**config.mk**
```make
export PLATFORM = sky130hd
export DESIGN_NAME = sdram_req_bridge
export DESIGN_NICKNAME = d
export VERILOG_FILES = /design/src/rtl/sdram_req_bridge.sv
export SDC_FILE = /design/constraint.sdc
export NUM_CORES = 1
export LEC_CHECK = 0
export ABC_AREA = 0
export CORE_ASPECT_RATIO = 0.75
export CORE_MARGIN = 5
export CORE_UTILIZATION = 38
export DETAILED_ROUTE_END_ITERATION = 8
export PLACE_DENSITY = 0.67
export SLEW_MARGIN = 20
export SYNTH_ARGS = -nofsm -noshare
export SYNTH_HDL_FRONTEND = slang
export SYNTH_SLANG_ARGS = --single-unit
```
**constraint.sdc**
```tcl
create_clock -name clk -period 6.1 [get_ports clk]
set_input_delay 0.915 -clock clk [delete_from_list [all_inputs] [get_ports clk]]
set_output_delay 0.915 -clock clk [all_outputs]
set_load 0.05 [all_outputs]
```
**src/rtl/sdram_req_bridge.sv**
```systemverilog
// Request bridge: queued writes and reads funnelled into a single-command SDRAM backend.
// Optional BRIDGE_DROP_CNT_EN adds drop_cnt[7:0], a saturating count of dropped requests.
module sdram_req_bridge #(
    parameter int ADDR_W   = 25,
    parameter int DATA_W   = 16,
    parameter int WQ_DEPTH = 4,
    parameter int RQ_DEPTH = 4
) (
    input  logic              clk,
    input  logic              reset,
    input  logic              write,
    input  logic [ADDR_W-1:0] writeaddr,
    input  logic [DATA_W-1:0] writedata,
    output logic              wr_full,
    input  logic              read,
    input  logic [ADDR_W-1:0] readaddr,
    output logic              rd_busy,
    output logic [DATA_W-1:0] readdata,
    output logic              rd_empty,
    input  logic              rd_pop,
    output logic              mem_req,
    output logic              mem_we,
    output logic [ADDR_W-1:0] mem_addr,
    output logic [DATA_W-1:0] mem_wdata,
    input  logic              mem_ready,
    input  logic              mem_rvalid,
    input  logic [DATA_W-1:0] mem_rdata
`ifdef BRIDGE_DROP_CNT_EN
    ,
    output logic [7:0]        drop_cnt
`endif
);

    // state   | meaning
    // IDLE    | no command in flight, choosing next queue
    // WR_CMD  | presenting write-queue head to backend
    // RD_CMD  | presenting read-command head to backend
    // RD_WAIT | one read outstanding, waiting for mem_rvalid
    typedef enum logic [1:0] {
        IDLE    = 2'd0,
        WR_CMD  = 2'd1,
        RD_CMD  = 2'd2,
        RD_WAIT = 2'd3
    } state_t;

    localparam int WQ_AW = $clog2(WQ_DEPTH);
    localparam int RQ_AW = $clog2(RQ_DEPTH);

    state_t state, state_nxt;

    logic [ADDR_W-1:0] wq_addr [WQ_DEPTH];
    logic [DATA_W-1:0] wq_data [WQ_DEPTH];
    logic [WQ_AW-1:0]  wq_wp, wq_rp;
    logic [WQ_AW:0]    wq_cnt;
    logic              wq_push, wq_pop;

    logic [ADDR_W-1:0] rq_addr [RQ_DEPTH];
    logic [RQ_AW-1:0]  rq_wp, rq_rp;
    logic [RQ_AW:0]    rq_cnt;
    logic              rq_push, rq_pop;

    logic [DATA_W-1:0] dq_data [RQ_DEPTH];
    logic [RQ_AW-1:0]  dq_wp, dq_rp;
    logic [RQ_AW:0]    dq_cnt;
    logic              dq_push, dq_pop;

    assign wr_full  = (wq_cnt == (WQ_AW+1)'(WQ_DEPTH));
    assign rd_busy  = (rq_cnt == (RQ_AW+1)'(RQ_DEPTH));
    assign rd_empty = (dq_cnt == '0);
    assign readdata = rd_empty ? '0 : dq_data[dq_rp];

    assign wq_push = write & ~wr_full;
    assign wq_pop  = (state == WR_CMD) & mem_ready;
    assign rq_push = read & ~rd_busy;
    assign rq_pop  = (state == RD_CMD) & mem_ready;
    assign dq_push = (state == RD_WAIT) & mem_rvalid;
    assign dq_pop  = rd_pop & ~rd_empty;

    // Storage arrays carry no reset; occupancy counters define validity.
    always_ff @(posedge clk) begin
        if (wq_push) begin
            wq_addr[wq_wp] <= writeaddr;
            wq_data[wq_wp] <= writedata;
        end
        if (rq_push)
            rq_addr[rq_wp] <= readaddr;
        if (dq_push)
            dq_data[dq_wp] <= mem_rdata;
    end

    always_ff @(posedge clk or posedge reset) begin
        if (reset) begin
            wq_wp  <= '0;
            wq_rp  <= '0;
            wq_cnt <= '0;
        end else begin
            if (wq_push)
                wq_wp <= wq_wp + WQ_AW'(1);
            if (wq_pop)
                wq_rp <= wq_rp + WQ_AW'(1);
            case ({wq_push, wq_pop})
                2'b10:   wq_cnt <= wq_cnt + (WQ_AW+1)'(1);
                2'b01:   wq_cnt <= wq_cnt - (WQ_AW+1)'(1);
                default: wq_cnt <= wq_cnt;
            endcase
        end
    end

    always_ff @(posedge clk or posedge reset) begin
        if (reset) begin
            rq_wp  <= '0;
            rq_rp  <= '0;
            rq_cnt <= '0;
        end else begin
            if (rq_push)
                rq_wp <= rq_wp + RQ_AW'(1);
            if (rq_pop)
                rq_rp <= rq_rp + RQ_AW'(1);
            case ({rq_push, rq_pop})
                2'b10:   rq_cnt <= rq_cnt + (RQ_AW+1)'(1);
                2'b01:   rq_cnt <= rq_cnt - (RQ_AW+1)'(1);
                default: rq_cnt <= rq_cnt;
            endcase
        end
    end

    always_ff @(posedge clk or posedge reset) begin
        if (reset) begin
            dq_wp  <= '0;
            dq_rp  <= '0;
            dq_cnt <= '0;
        end else begin
            if (dq_push)
                dq_wp <= dq_wp + RQ_AW'(1);
            if (dq_pop)
                dq_rp <= dq_rp + RQ_AW'(1);
            case ({dq_push, dq_pop})
                2'b10:   dq_cnt <= dq_cnt + (RQ_AW+1)'(1);
                2'b01:   dq_cnt <= dq_cnt - (RQ_AW+1)'(1);
                default: dq_cnt <= dq_cnt;
            endcase
        end
    end

    always_ff @(posedge clk or posedge reset) begin
        if (reset)
            state <= IDLE;
        else
            state <= state_nxt;
    end

    // A read is only issued when its data is guaranteed a slot in the data queue.
    always_comb begin
        state_nxt = state;
        mem_req   = 1'b0;
        mem_we    = 1'b0;
        mem_addr  = '0;
        mem_wdata = '0;
        case (state)
            IDLE: begin
                if (wq_cnt != '0)
                    state_nxt = WR_CMD;
                else if ((rq_cnt != '0) && (dq_cnt < (RQ_AW+1)'(RQ_DEPTH)))
                    state_nxt = RD_CMD;
            end
            WR_CMD: begin
                mem_req   = 1'b1;
                mem_we    = 1'b1;
                mem_addr  = wq_addr[wq_rp];
                mem_wdata = wq_data[wq_rp];
                if (mem_ready)
                    state_nxt = IDLE;
            end
            RD_CMD: begin
                mem_req  = 1'b1;
                mem_addr = rq_addr[rq_rp];
                if (mem_ready)
                    state_nxt = RD_WAIT;
            end
            RD_WAIT: begin
                if (mem_rvalid)
                    state_nxt = IDLE;
            end
            default: state_nxt = IDLE;
        endcase
    end

`ifdef BRIDGE_DROP_CNT_EN
    logic [1:0] drop_inc;
    logic [8:0] drop_sum;

    assign drop_inc = {1'b0, write & wr_full} + {1'b0, read & rd_busy};
    assign drop_sum = {1'b0, drop_cnt} + {7'b0, drop_inc};

    always_ff @(posedge clk or posedge reset) begin
        if (reset)
            drop_cnt <= '0;
        else
            drop_cnt <= drop_sum[8] ? 8'hFF : drop_sum[7:0];
    end
`endif

endmodule

```
Word-level counts from Yosys, hierarchy flattened
Memories as Yosys holds them, arrays and structs flattened.
Index checks and enable logic that the tools add are counted.
{ "totals": {"n_memories": 4, "regBits": 23, "out_inout_bits": 62, "ram_bits": 328, "elab_cells": 81, "in_bits": 89} }
{ "op_classes": {"muxes": 20, "add_sub_neg": 12, "reduce_logical": 10, "n_eq_ne": 15, "n_lt_le_gt_ge": 1, "bitwise_logic": 9} }
{ "mem_list": {"columns": ["memory", "words", "width", "read_ports", "rd_ports_with_merged_regs", "write_ports", "line", "source"], "rows": [
  ["rq_addr", 4, 25, 1, 0, 1, "57", "logic [ADDR_W-1:0] rq_addr [RQ_DEPTH];"],
  ["wq_addr", 4, 25, 1, 0, 1, "51", "logic [ADDR_W-1:0] wq_addr [WQ_DEPTH];"],
  ["dq_data", 4, 16, 1, 0, 1, "62", "logic [DATA_W-1:0] dq_data [RQ_DEPTH];"],
  ["wq_data", 4, 16, 1, 0, 1, "52", "logic [DATA_W-1:0] wq_data [WQ_DEPTH];"]
]} }
{ "op_table": {"columns": ["op", "n"], "rows": [
  ["25-bit case mux with 2 select lines", 1],
  ["16-bit 2-to-1 mux", 2],
  ["3-bit case mux with 2 select lines", 3],
  ["2-bit by 1-bit adder with 2-bit output, second input constant", 6],
  ["2-bit == test, second input constant", 5],
  ["2-bit 2-to-1 mux", 5],
  ["3-bit by 1-bit adder with 3-bit output, second input constant", 3],
  ["3-bit by 1-bit subtractor with 3-bit output, second input constant", 3],
  ["2-bit by 1-bit == test with 1-bit output, second input constant", 4],
  ["1-bit 2-to-1 mux", 8],
  ["2-bit case mux with 4 select lines", 1],
  ["1-bit AND", 6],
  ["3-bit == test, second input constant", 2],
  ["2-bit inequality test, second input constant", 3],
  ["2-bit nonzero test", 3],
  ["3-bit nonzero test", 2],
  ["4-bit AND reduction", 1],
  ["3-bit zero test", 1],
  ["3-bit < comparator, second input constant", 1],
  ["3-bit inequality test, second input constant", 1],
  ["1-bit inverter", 3],
  ["2-bit zero test", 1],
  ["2-bit OR reduction", 1],
  ["1-bit logical AND", 1]
]} }

Depth between registers and ports, before layout
{ "depth": {"ltp_word": 5, "ltp_mapped": 9, "mapped_depth_nobuf": 9} }

Least setup slack after synthesis
No wires, ideal clock.
{ "synth_timing": {"kind": "register -> register", "startpoint": "register wq_cnt[0]", "endpoint": "memory wq_addr[0][0], enable pin", "setup_slack_ps": 2996, "path_buffers": 0, "synth_period_minus_slack_ps": 3104, "path_stages_with_launch": 4, "t_required_ps": 5654, "setup_time_ps": 446, "arrival_ps": 2658, "cell_sequence": "dfrtp_1 -> nor3b_1 -> nor2b_1 -> and2_1"} }
{ "synth_between": {"elab_chain_len": 5} }
{ "synth_lines": {"columns": ["item", "line", "source"], "rows": [
  ["start, declared", "54", "logic [WQ_AW:0] wq_cnt;"],
  ["start signal, assigned", "102", "2'b10: wq_cnt <= wq_cnt + (WQ_AW+1)'(1);"],
  ["start signal, assigned", "103", "2'b01: wq_cnt <= wq_cnt - (WQ_AW+1)'(1);"],
  ["start signal, assigned", "104", "default: wq_cnt <= wq_cnt;"],
  ["3-bit == test", "67", "assign wr_full = (wq_cnt == (WQ_AW+1)'(WQ_DEPTH));"],
  ["named net wr_full", "14", "output logic wr_full,"],
  ["1-bit inverter", "72", "assign wq_push = write & ~wr_full;"],
  ["1-bit AND", "72", null],
  ["1-bit 2-to-1 mux", "81", "if (wq_push) begin"],
  ["1-bit 2-to-1 mux (not written as such)", "82", "wq_addr[wq_wp] <= writeaddr;"],
  ["end, declared", "51", null]
]} }
The timed path passes the listed nets, and every way through them passes these cells.

Worst setup path in the final report
{ "layout_timing": {"startpoint": "register state[1]", "endpoint": "output port mem_addr[2]"} }
{ "layout_between": {"elab_chain_len": 2, "word_cells_on_any_way": 3, "cone_classes": "2 x eq/ne; 1 x mux"} }
{ "layout_lines": {"columns": ["item", "line", "source"], "rows": [
  ["start, declared", "49", "state_t state, state_nxt;"],
  ["start signal, assigned", "149", "state <= state_nxt;"],
  ["2-bit == test / 2-bit by 1-bit == test with 1-bit output (equally long branches)", "159", "case (state)"],
  ["25-bit case mux with 2 select lines (*)", "159", null],
  ["end, declared", "23", "output logic [ADDR_W-1:0] mem_addr,"]
]} }
Every way passes the cells marked *; elsewhere a longest branch is shown, timed or not.

==> out/results.txt <==
Outcome: completed
Layout area overhead: 22.80%
Net count after synthesis: 735
Sequential power share: 39.5%
RSZ-0062 raised after global routing: false
Syn Area/Cell: 22.24 um^2
Post CTS Setup Buffer Count: 0
Synth unique cells: 33
Period Utilization, post-route: 74.37%
FFs w/ async S/R, synth: 6.553%
Slew headroom: 36.46%
Critical Path, Cell by Cell: inv_1 > ha_1 > and2_1 > a22o_1 > clkdlybuf4s50_1
Crit-path max FO: 25
NetSw: 0.003055 W
Hold EP: wq_cnt[2]
DP Cell Count: 1224
Crit path capture type: output pin
Skew final: 0.01874 ns
GRT Util Overall: 14.15%
Worst Hold Class: reg -> reg
Ranking of synthesized cells by area: edfxtp_1 71%, mux4_2 7.5%, mux4_1 6.8%, dfrtp_1 4.1%, ha_1 1.7%
Critical path arrival: 3.62 ns
Hold Path Cell Cnt: 1
Num CTS Buffers: 36
Final Critical Period: 4.536 ns
Drt drc: 0
Worst R2R Path Depth: 6
Port-buffer cells: 150
Number of global-route vias before repair: 6676
Drt total wl: 28950 um
Die Wd: 230.7 um
WS Path Type: reg -> out
Cell Rows: 60
Largest area contributor in the netlist: edfxtp_1
Slowest CP cell: and2_1
Sequential-to-total area share from yosys stat: 75.13%
Max Slew Vio Count: 0
Sw Share: 34.89%
Global-route met1 utilization: 20.57%
Hold buffer count at CTS: 0
Die area: 40480 um^2
Iteration-0 DRC Markers: 455
Most frequent cell after synthesis: edfxtp_1
Ratio of cells with drive above 1 in the final layout: 15.05%
Met3 GRT Util: 2.941%
FF-to-FF setup slack: 3.65 ns
Die Height: 175.5 um
Clock power share: 24.8%
Final net count: 908
Initial Util: 38.59%
FF+latch area: 10430 um^2
Layer with the highest usage: met2
CTS tree: yes
Maximum vdd drop: 0.3119 mV
Int Pwr: 0.005700 W
Post_cts resized: 0
Layout Utilization: 47.39%
Insertion delay to the later sink of the worst-skew pair: 0.51 ns
Mapped Area: 13880 um^2
Worst-Margin Slew: 0.9531 ns
Largest net degree at the start of global routing: 39
Number of vias per cell: 5.054
Top-area cell type share of the netlist area: 70.98%
Commonest cells post-synth: 328 x edfxtp_1, 46 x mux4_2, 36 x mux4_1
Cell chosen for the clock root: clkbuf_16
Hpwl dp: 19270 um
#FFs+latches synth: 351
Non-filler cells, final: 1289
GRT overflow: 0
WL/cell: 22.46 um
Reg clk slew, reported paths: 0.06 ns
Vias: 6514
Pwr Density: 513.7 nW/um^2
FF-to-FF Start: state[1]
Worst path max stage delay: 0.84 ns
# fillers: 2995
Io pins: 151
Core Region: 35960 um^2
Final setup viols: 0
First-pass GRT wire length: 43030 um
Element type at the critical path start: flip-flop
Post-synth EDFFs: 328
Primary FF master, synth: edfxtp_1
Hold_sp: wq_cnt[2]
Placer Congestion: 0.7382
Footprint of the multi-input gates: 3188 um^2
Total negative slack: 0 ns
Combinational power share: 35.8%
Antenna violations before repair: 0
# diodes: 0
Worst r2r dst: wq_cnt[1]
MaxCap Viol Count: 0
Hold Violations, Final: 0
Required @ worst endpoint: 5.18 ns
Sink Count: 351
Clock buffer depth: 3
Routed Antenna Nets: 0
FMAX: 220.4 MHz
Pre-antenna DRT Iters: 4
Met2 GRT Util: 22.34%
Synth Instances: 624
CTS H-Tree Depth: 2
Yosys warns: 0
Static Leak: 5.741 nW
-- flip-flops by register name (all words and copies together), names as in the netlist, 3 cells and up --
name / flops
wq_data: 64
wq_addr: 100
wq_cnt: 3
rq_addr: 100
dq_cnt: 3
rq_cnt: 3
dq_data: 64
-- routing by layer --
| metal | wire length, um | part of all wire, % |
|---|---|---|
| met4 | 487 | 1.7 |
| met5 | 0 | 0 |
| met1 | 13390 | 46 |
| met3 | 1330 | 4.6 |
| met2 | 13740 | 47 |
-- cells in the final DEF (no fill, tap or decap), types with 7 or more instances in the layout --
| master | Yosys | final |
|---|---|---|
| xnor2_1 | 10 | 10 |
| nor2b_1 | 21 | 21 |
| a22o_1 | 25 | 25 |
| clkdlybuf4s50_1 | 0 | 150 |
| clkinv_1 | 0 | 7 |
| mux4_1 | 36 | 36 |
| clkbuf_16 | 0 | 37 |
| inv_1 | 17 | 16 |
| mux4_2 | 46 | 46 |
| edfxtp_1 | 328 | 328 |
| and2_1 | 28 | 24 |
| ha_1 | 19 | 19 |
| dfrtp_1 | 23 | 19 |
| clkbuf_1 | 9 | 8 |
| buf_4 | 1 | 13 |
| xor2_1 | 8 | 8 |
-- kinds of logic (layout without fill, tap and decap cells) --
kind of cell / Yosys count / count (layout) / share of synthesized area [%]
buffers and inverters: 45 / 245 / 1.930
AND/OR/NAND/NOR: 68 / 68 / 2.985
XOR/XNOR: 18 / 18 / 1.136
flip-flops: 351 / 351 / 75.13
adder cells (fa/ha/maj): 22 / 22 / 2.146
multiplexers: 87 / 87 / 14.68
AO/OA/AOI/OAI: 33 / 33 / 1.993
-- power groups by stage --
stage               combinational, W  sequential [W]  clock, W
floorplan                    0.00235         0.00328         0
global placement             0.00316         0.00350         0
detailed placement           0.00318         0.00352         0
CTS                          0.00319         0.00347   0.00223
global route                 0.00330         0.00352   0.00234
finish                       0.00313         0.00345   0.00217
-- worst max path at each step --
stage               startpoint             to  slack [ns]  cells after the start
floorplan            wq_cnt[0]  wq_addr[0][0]        3.00                      3
global placement      state[1]    mem_addr[6]        2.15                      5
detailed placement    state[1]   mem_addr[15]        2.02                      5
CTS                   state[1]   mem_addr[15]        1.46                      5
global route          state[1]   mem_addr[15]        1.36                      5
finish                state[1]    mem_addr[2]        1.56                      5
-- area by class of cell --
type / instances / area share (%)
sequential: 351 / 61.21
multi-input combinational: 228 / 18.71
timing repair buffer: 163 / 9.384
clock buffer: 45 / 5.610
tap: 465 / 3.414
clock inverter: 20 / 1.300
inverter: 17 / 0.3745
-- worst max-delay path: cells and delay by family (launching register included) --
family / cells / cell delay, ns
buffers and inverters: 2 / 0.96
adder cells (fa/ha/maj): 1 / 0.60
flip-flops: 1 / 0.40
AND/OR/NAND/NOR: 1 / 0.84
AO/OA/AOI/OAI: 1 / 0.29
-- through the flow --
step | power, W | cell area, um^2 | hold slack (ns) | worst slack [ns]
final | 0.008754 | 17040 | 0.4952 | 1.564
after global placement | 0.006653 | 15860 | 0.4755 | 2.146
after detailed placement | 0.006699 | 15860 | 0.4797 | 2.020
after global routing | 0.009155 | 17040 | 0.5284 | 1.355
after CTS | 0.008889 | 17040 | 0.4944 | 1.457
after floorplan | 0.005635 | 13880 | 0.4560 | 2.996
(Power assumes the default switching activity.)
